===== config.mk =====
export PLATFORM = sky130hd
export DESIGN_NAME = bram_port_arbiter
export DESIGN_NICKNAME = d
export VERILOG_FILES = /design/src/rtl/bram_port_arbiter.sv
export SDC_FILE = /design/constraint.sdc
export NUM_CORES = 1
export LEC_CHECK = 0
export CORE_AREA = 2 2 119 121
export CTS_BUF_LIST = sky130_fd_sc_hd__clkbuf_4
export DETAILED_ROUTE_END_ITERATION = 6
export DIE_AREA = 0 0 121 123
export GPL_ROUTABILITY_DRIVEN = 0
export PLACE_DENSITY = 0.95
export SLEW_MARGIN = 30
export SYNTH_ARGS = -nofsm -noshare
export SYNTH_HDL_FRONTEND = slang
export SYNTH_SLANG_ARGS = --single-unit

===== constraint.sdc =====
create_clock -name CLK -period 2.9 [get_ports CLK]
set_clock_uncertainty 0.05 [all_clocks]
set_input_delay 0.435 -clock CLK [delete_from_list [all_inputs] [get_ports CLK]]
set_output_delay 0.435 -clock CLK [all_outputs]
set_load 0.01 [all_outputs]

===== src/rtl/bram_port_arbiter.sv =====
`default_nettype none
// ============================================================================
// Module  : bram_port_arbiter
// Purpose : Round-robin arbiter giving two requesters access to one BRAM port.
// Revision: 1.0
// ============================================================================
module bram_port_arbiter #(
   parameter int DEPTH = 50
) (
   input  logic        CLK,
   input  logic        RSTN,

   input  logic        req0_valid,
   output logic        req0_ready,
   input  logic        req0_we,
   input  logic [31:0] req0_addr,
   input  logic [31:0] req0_wdata,
   output logic        rsp0_valid,
   output logic [31:0] rsp0_rdata,
   output logic        rsp0_err,

   input  logic        req1_valid,
   output logic        req1_ready,
   input  logic        req1_we,
   input  logic [31:0] req1_addr,
   input  logic [31:0] req1_wdata,
   output logic        rsp1_valid,
   output logic [31:0] rsp1_rdata,
   output logic        rsp1_err,

   output logic [31:0] addrb,
   output logic [31:0] dinb,
   input  logic [31:0] doutb,
   output logic        enb,
   output logic [3:0]  web,

   output logic        busy
);

   localparam logic [31:0] c_DEPTH = 32'(DEPTH);

   typedef enum logic [2:0] {
      IDLE = 3'd0,
      RD0  = 3'd1,
      RD1  = 3'd2,
      RD2  = 3'd3,
      WR   = 3'd4,
      ERR  = 3'd5,
      RSP  = 3'd6
   } state_t;

   state_t      r_state;
   state_t      w_next;

   logic        r_last;
   logic        r_id;
   logic        r_we;
   logic [31:0] r_addr;
   logic [31:0] r_wdata;
   logic [31:0] r_rdata;

   logic        w_gnt0;
   logic        w_gnt1;
   logic        w_acc;
   logic        w_sel_we;
   logic [31:0] w_sel_addr;
   logic [31:0] w_sel_wdata;
   logic        w_bad;
   logic        w_rsp;
   logic        w_rd_data;

   // r_last holds the id granted most recently; on a tie the other side wins.
   always_comb begin
      w_gnt0 = 1'b0;
      w_gnt1 = 1'b0;
      if (r_state == IDLE) begin
         if (req0_valid && req1_valid) begin
            w_gnt0 = r_last;
            w_gnt1 = ~r_last;
         end else begin
            w_gnt0 = req0_valid;
            w_gnt1 = req1_valid;
         end
      end
      w_acc       = w_gnt0 | w_gnt1;
      w_sel_we    = w_gnt1 ? req1_we    : req0_we;
      w_sel_addr  = w_gnt1 ? req1_addr  : req0_addr;
      w_sel_wdata = w_gnt1 ? req1_wdata : req0_wdata;
      w_bad       = (w_sel_addr >= c_DEPTH);
   end

   always_comb begin
      w_next = r_state;
      case (r_state)
         IDLE: begin
            if (w_acc) begin
               if (w_bad)         w_next = ERR;
               else if (w_sel_we) w_next = WR;
               else               w_next = RD0;
            end
         end
         RD0:     w_next = RD1;
         RD1:     w_next = RD2;
         RD2:     w_next = RSP;
         WR:      w_next = RSP;
         ERR:     w_next = IDLE;
         RSP:     w_next = IDLE;
         default: w_next = IDLE;
      endcase
   end

   always_ff @(posedge CLK or negedge RSTN) begin
      if (!RSTN) begin
         r_state <= IDLE;
         r_last  <= 1'b1;
         r_id    <= 1'b0;
         r_we    <= 1'b0;
         r_addr  <= 32'd0;
         r_wdata <= 32'd0;
         r_rdata <= 32'd0;
      end else begin
         r_state <= w_next;
         if (w_acc) begin
            r_last  <= w_gnt1;
            r_id    <= w_gnt1;
            r_we    <= w_sel_we;
            r_addr  <= w_sel_addr;
            r_wdata <= w_sel_wdata;
         end
         // Two BRAM register stages put the word on doutb during RD2.
         if (r_state == RD2) begin
            r_rdata <= doutb;
         end
      end
   end

   always_comb begin
      req0_ready = w_gnt0;
      req1_ready = w_gnt1;
      busy       = (r_state != IDLE);

      enb   = (r_state == RD0) || (r_state == RD1) || (r_state == RD2) || (r_state == WR);
      web   = (r_state == WR) ? 4'hF : 4'h0;
      addrb = enb ? r_addr : 32'd0;
      dinb  = (r_state == WR) ? r_wdata : 32'd0;

      w_rsp     = (r_state == RSP) || (r_state == ERR);
      w_rd_data = (r_state == RSP) && !r_we;

      rsp0_valid = w_rsp && !r_id;
      rsp1_valid = w_rsp &&  r_id;
      rsp0_err   = (r_state == ERR) && !r_id;
      rsp1_err   = (r_state == ERR) &&  r_id;
      rsp0_rdata = (w_rd_data && !r_id) ? r_rdata : 32'd0;
      rsp1_rdata = (w_rd_data &&  r_id) ? r_rdata : 32'd0;
   end

endmodule
`default_nettype wire


==> Yosys cells after proc, flatten, opt, wreduce, memory -nomap -nowiden <==
Index checks and enable logic that the tools add are counted.
{ "totals": {"reg_bits": 102, "input_bits": 166, "output_inout_bits": 140} }
{ "op_classes": {"n_lt_le_gt_ge": 1, "n_eq_ne": 7, "n_mux": 16, "bitwise": 2, "reduce_logical": 17} }
{ "ops": {"columns": ["cell", "n"], "rows": [
  ["$mux W32", 6],
  ["$ge A32 B6 Y1 const B", 1],
  ["$pmux W3 S4", 1],
  ["$eq A3 B3 Y1 const B", 3],
  ["$mux W3", 3],
  ["$logic_and A1 B1 Y1", 8],
  ["$eq A3 B2 Y1 const B", 2],
  ["$mux W1", 5],
  ["$logic_or A1 B1 Y1", 4],
  ["$mux W4", 1],
  ["$eq A3 B1 Y1 const B", 1],
  ["$logic_not A3 Y1", 1],
  ["$reduce_bool A3 Y1", 1],
  ["$logic_not A1 Y1", 2],
  ["$ne A2 B2 Y1 const B", 1],
  ["$reduce_or A2 Y1", 1],
  ["$not A1 Y1", 1],
  ["$or A1 B1 Y1", 1]
]} }

==> Longest topological paths before layout <==
{ "depth": {"ltp_word": 8, "ltp_mapped": 8, "depth_no_buf": 6} }

==> Least setup slack after synthesis <==
No wires, ideal clock.
{ "synth_timing": {"path_kind": "register -> output", "from": "reg r_state[1]", "to": "out dinb[22]", "arrival_ns": 1.508, "setup_slack_ns": 0.907, "path_stages_with_launch": 5, "path_buffers": 2, "cell_sequence": "dfrtp_1 buf_4 nor3b_1 clkbuf_1 and2_1"} }
{ "synth_via": {"elab_chain_cells": 2} }
{ "synth_rtl": {"columns": ["item", "line", "text"], "rows": [
  ["start, declared", "52", "state_t r_state;"],
  ["start signal, assigned", "122", "r_state <= w_next;"],
  ["$eq A3 B3 Y1", "145", "dinb = (r_state == WR) ? r_wdata : 32'd0;"],
  ["$mux W32", "145", null],
  ["end, declared", "32", "output logic [31:0] dinb,"]
]} }
Every way passes these cells.

==> Worst setup path in the final report <==
{ "layout_timing": {"from": "reg r_state[0]", "to": "out rsp1_rdata[7]"} }
{ "layout_via": {"elab_chain_cells": 4} }
{ "layout_rtl": {"columns": ["item", "line", "text"], "rows": [
  ["$eq A3 B3 Y1", "148", "w_rd_data = (r_state == RSP) && !r_we;"],
  ["$logic_and A1 B1 Y1", "148", null],
  ["$logic_and A1 B1 Y1", "155", "rsp1_rdata = (w_rd_data && r_id) ? r_rdata : 32'd0;"],
  ["$mux W32", "155", null],
  ["end, declared", "28", "output logic [31:0] rsp1_rdata,"]
]} }
Every way passes these cells.

==> run summary <==
Yosys warnings - 0
vias in the first global route - 5602
Crit Path Max Fanout - 32
post-place setup slack - 0.453 ns
Peak Freq - 356 MHz
# setup viols final - 0
die area - 14900 um^2
Synth top area share - 46.4%
Post-synth EDFFs - 0
Final ANT Viol Nets - 0
Static Leak - 3.78 nW
pin count of the biggest net entering global routing - 69
GRT Residual Overflow - 0
Avg Inst Size Synth - 8.67 um^2
Detailed Route Iter0 Violations - 391
Fin. Hold Viols - 0
placed inst area - 8630 um^2
Final Slew Violations - 0
P per Cell Area - 802 nW/um^2
Hold Crit Class - input pin to async pin
gr usage total - 24.4%
dpl hpwl - 13700 um
CP required - 2.41 ns
worst slew pin tran - 0.727 ns
met2 Usage GRT - 42.6%
post-synth top area cell - dfrtp_1
CTS clk-pin slew, worst paths - 0.17 ns
sequential share of the synthesized area - 46.9%
CP Capture Type - output pin
R2R depth - 7
fin crit share - 96.8%
Die Ht - 123 um
Area growth, synth to finish - 62.8%
crit path launch type - flop
maxcap violations - 0
Die Width - 121 um
Pre-antenna DRT Iters - 4
synthesized area - 5450 um^2
kind of critical path - flop to output pin
Initial Util - 40.0%
Core ar. - 13600 um^2
status - finished, final reports clean
H-tree Lvls - 3
layout cell share with drive strength beyond 1 - 8.69%
R2R setup slack - 0.68 ns
mean routed wirelength per cell - 16.8 um
drc violations - 0
number of CTS-inserted buffers - 9
Clock Tree Buf Depth - 2
initial antenna violation count - 2
Worst-Skew Late Latency - 0.47 ns
vias per inst - 5.10
via count of the routed design - 5621
row cnt - 43
Top Usage Layer GRT - met2
Synth Flop Type - dfrtp_1
Clock Sinks - 102
top cells by area, synth - dfrtp_1 46%, and2_1 15%, nand2_1 9.3%
number of port buffers - 305
final WL - 18600 um
M3 GR Usage - 6.46%
worst reg2reg path endpoint - r_state[2]$_DFFE_PN0P_
root buf cell - clkbuf_4
final worst setup slack - 0.0918 ns
Post-layout nets - 1082
Final Cell Area - 8870 um^2
post-synthesis register bit count - 102
first-pass GRT wire length - 28100 um
CTS tree - done
syn_nets - 794
Synth async-reset ratio - 100%
Final Util - 65.1%
IO Pins - 306
Max IR drop VDD - 0.000386 V
Yosys cell types - 33
setup TNS - 0 ns
Tmin final - 2.81 ns
met1 usage - 27.9%
max_slew headroom - 51.6%
Arr. time, crit path - 2.32 ns
cells after synthesis - 628
Reg-to-Reg Start - r_state[0]$_DFFE_PN0P_
==> final cells by class <==
| type | instances | area (um^2) |
|---|---|---|
| fillers | 1042 | 4750 |
| repair buffers | 325 | 3280 |
| multi-input cells | 475 | 2670 |
| flip-flops and latches | 102 | 2560 |
| well taps | 180 | 225 |
| clock buffers | 10 | 75.1 |
| clock inverters | 6 | 37.5 |
| inverters | 3 | 11.3 |
| diodes | 2 | 5.00 |
==> registers in the layout (all words and copies together), names as in the netlist <==
name and cells:
r_rdata 32, r_we 1, r_state 3, r_id 1, r_wdata 32, r_addr 32
r_last 1
==> metrics by stage <==
step / std cells / total power [mW] / hold slack, ns
2_1_floorplan: 628 / 4.55 / 0.0894
3_3_place_gp: 1076 / 6.20 / 0.421
3_5_place_dp: 1076 / 6.36 / 0.422
4_1_cts: 1096 / 7.09 / 0.420
5_1_grt: 1103 / 7.64 / 0.425
6_report: 1103 / 7.11 / 0.435
==> layer usage <==
| metal | part of all wire, % | routed length, um |
|---|---|---|
| met1 | 38 | 7080 |
| met2 | 50 | 9250 |
| met3 | 8.3 | 1540 |
| met4 | 3.7 | 692 |
| met5 | 0 | 0 |
==> cells by family after synthesis <==
logic type	after synthesis	synth area share [%]
compound gates	73	8.87
mux	33	6.80
buf+inv	51	4.27
flops	102	46.9
xor+xnor	1	0.161
simple gates	368	33.0
==> how the worst max path moves through the flow <==
stage	end	start
after floorplan	dinb[22]	r_state[1]$_DFFE_PN0P_
after global placement	dinb[19]	r_state[2]$_DFFE_PN0P_
after detailed placement	r_state[2]$_DFFE_PN0P_	req0_addr[16]
after CTS	dinb[19]	r_state[1]$_DFFE_PN0P_
after global routing	rsp1_rdata[7]	r_state[0]$_DFFE_PN0P_
final	rsp1_rdata[7]	r_state[0]$_DFFE_PN0P_
==> layout by cell type, fill, tap and decap left out, drive strengths merged, types with 2 or more instances in the layout <==
| cell type | Yosys | final |
|---|---|---|
| diode | 0 | 2 |
| a31oi | 67 | 67 |
| inv | 3 | 4 |
| dlymetal6s2s | 0 | 7 |
| mux2 | 32 | 32 |
| dfrtp | 101 | 101 |
| nand4 | 2 | 2 |
| nand2b | 3 | 3 |
| and2 | 128 | 128 |
| nor4 | 12 | 12 |
| nand3 | 4 | 4 |
| clkdlybuf4s50 | 0 | 297 |
| o311a | 2 | 2 |
| clkbuf | 32 | 10 |
| buf | 16 | 20 |
| clkinv | 0 | 4 |
| nor3 | 2 | 2 |
| nand2 | 135 | 135 |
| nor2 | 77 | 77 |
==> synthesized netlist by cell type (2+ instances only) <==
library cell / number
nand3_1: 2
nor4_1: 12
buf_4: 9
clkbuf_1: 32
nand2_1: 135
and2_1: 128
inv_2: 2
o311a_1: 2
nor2_1: 77
nand2b_1: 3
mux2_2: 32
buf_2: 6
a31oi_1: 67
nand4_1: 2
dfrtp_1: 101
==> report_power, final <==
part / total, mW / switching [mW] / internal (mW)
Clock: 0.679 / 0.494 / 0.184
Sequential: 2.65 / 0.479 / 2.18
Combinational: 3.78 / 1.65 / 2.13
Total: 7.11 / 2.62 / 4.49
==> critical path: stages, from the launching register on <==
cell             delay, ns
dfrtp_2               0.51
nor2_1                0.12
nand2_1               0.11
nor2_1                0.15
buf_6                 0.24
and2_1                0.15
clkdlybuf4s50_1       0.58
==> repair_timing <==
action                     in CTS  in global routing
setup endpoints to repair      49                125
gates resized for setup         3                 17
hold buffers                    1                  0
hold endpoints to repair       41                  0
gates cloned                    0                  1
pin swaps                       1                  0
buffers inserted                3                  4
No activity file was read; power rests on OpenSTA's default activity.
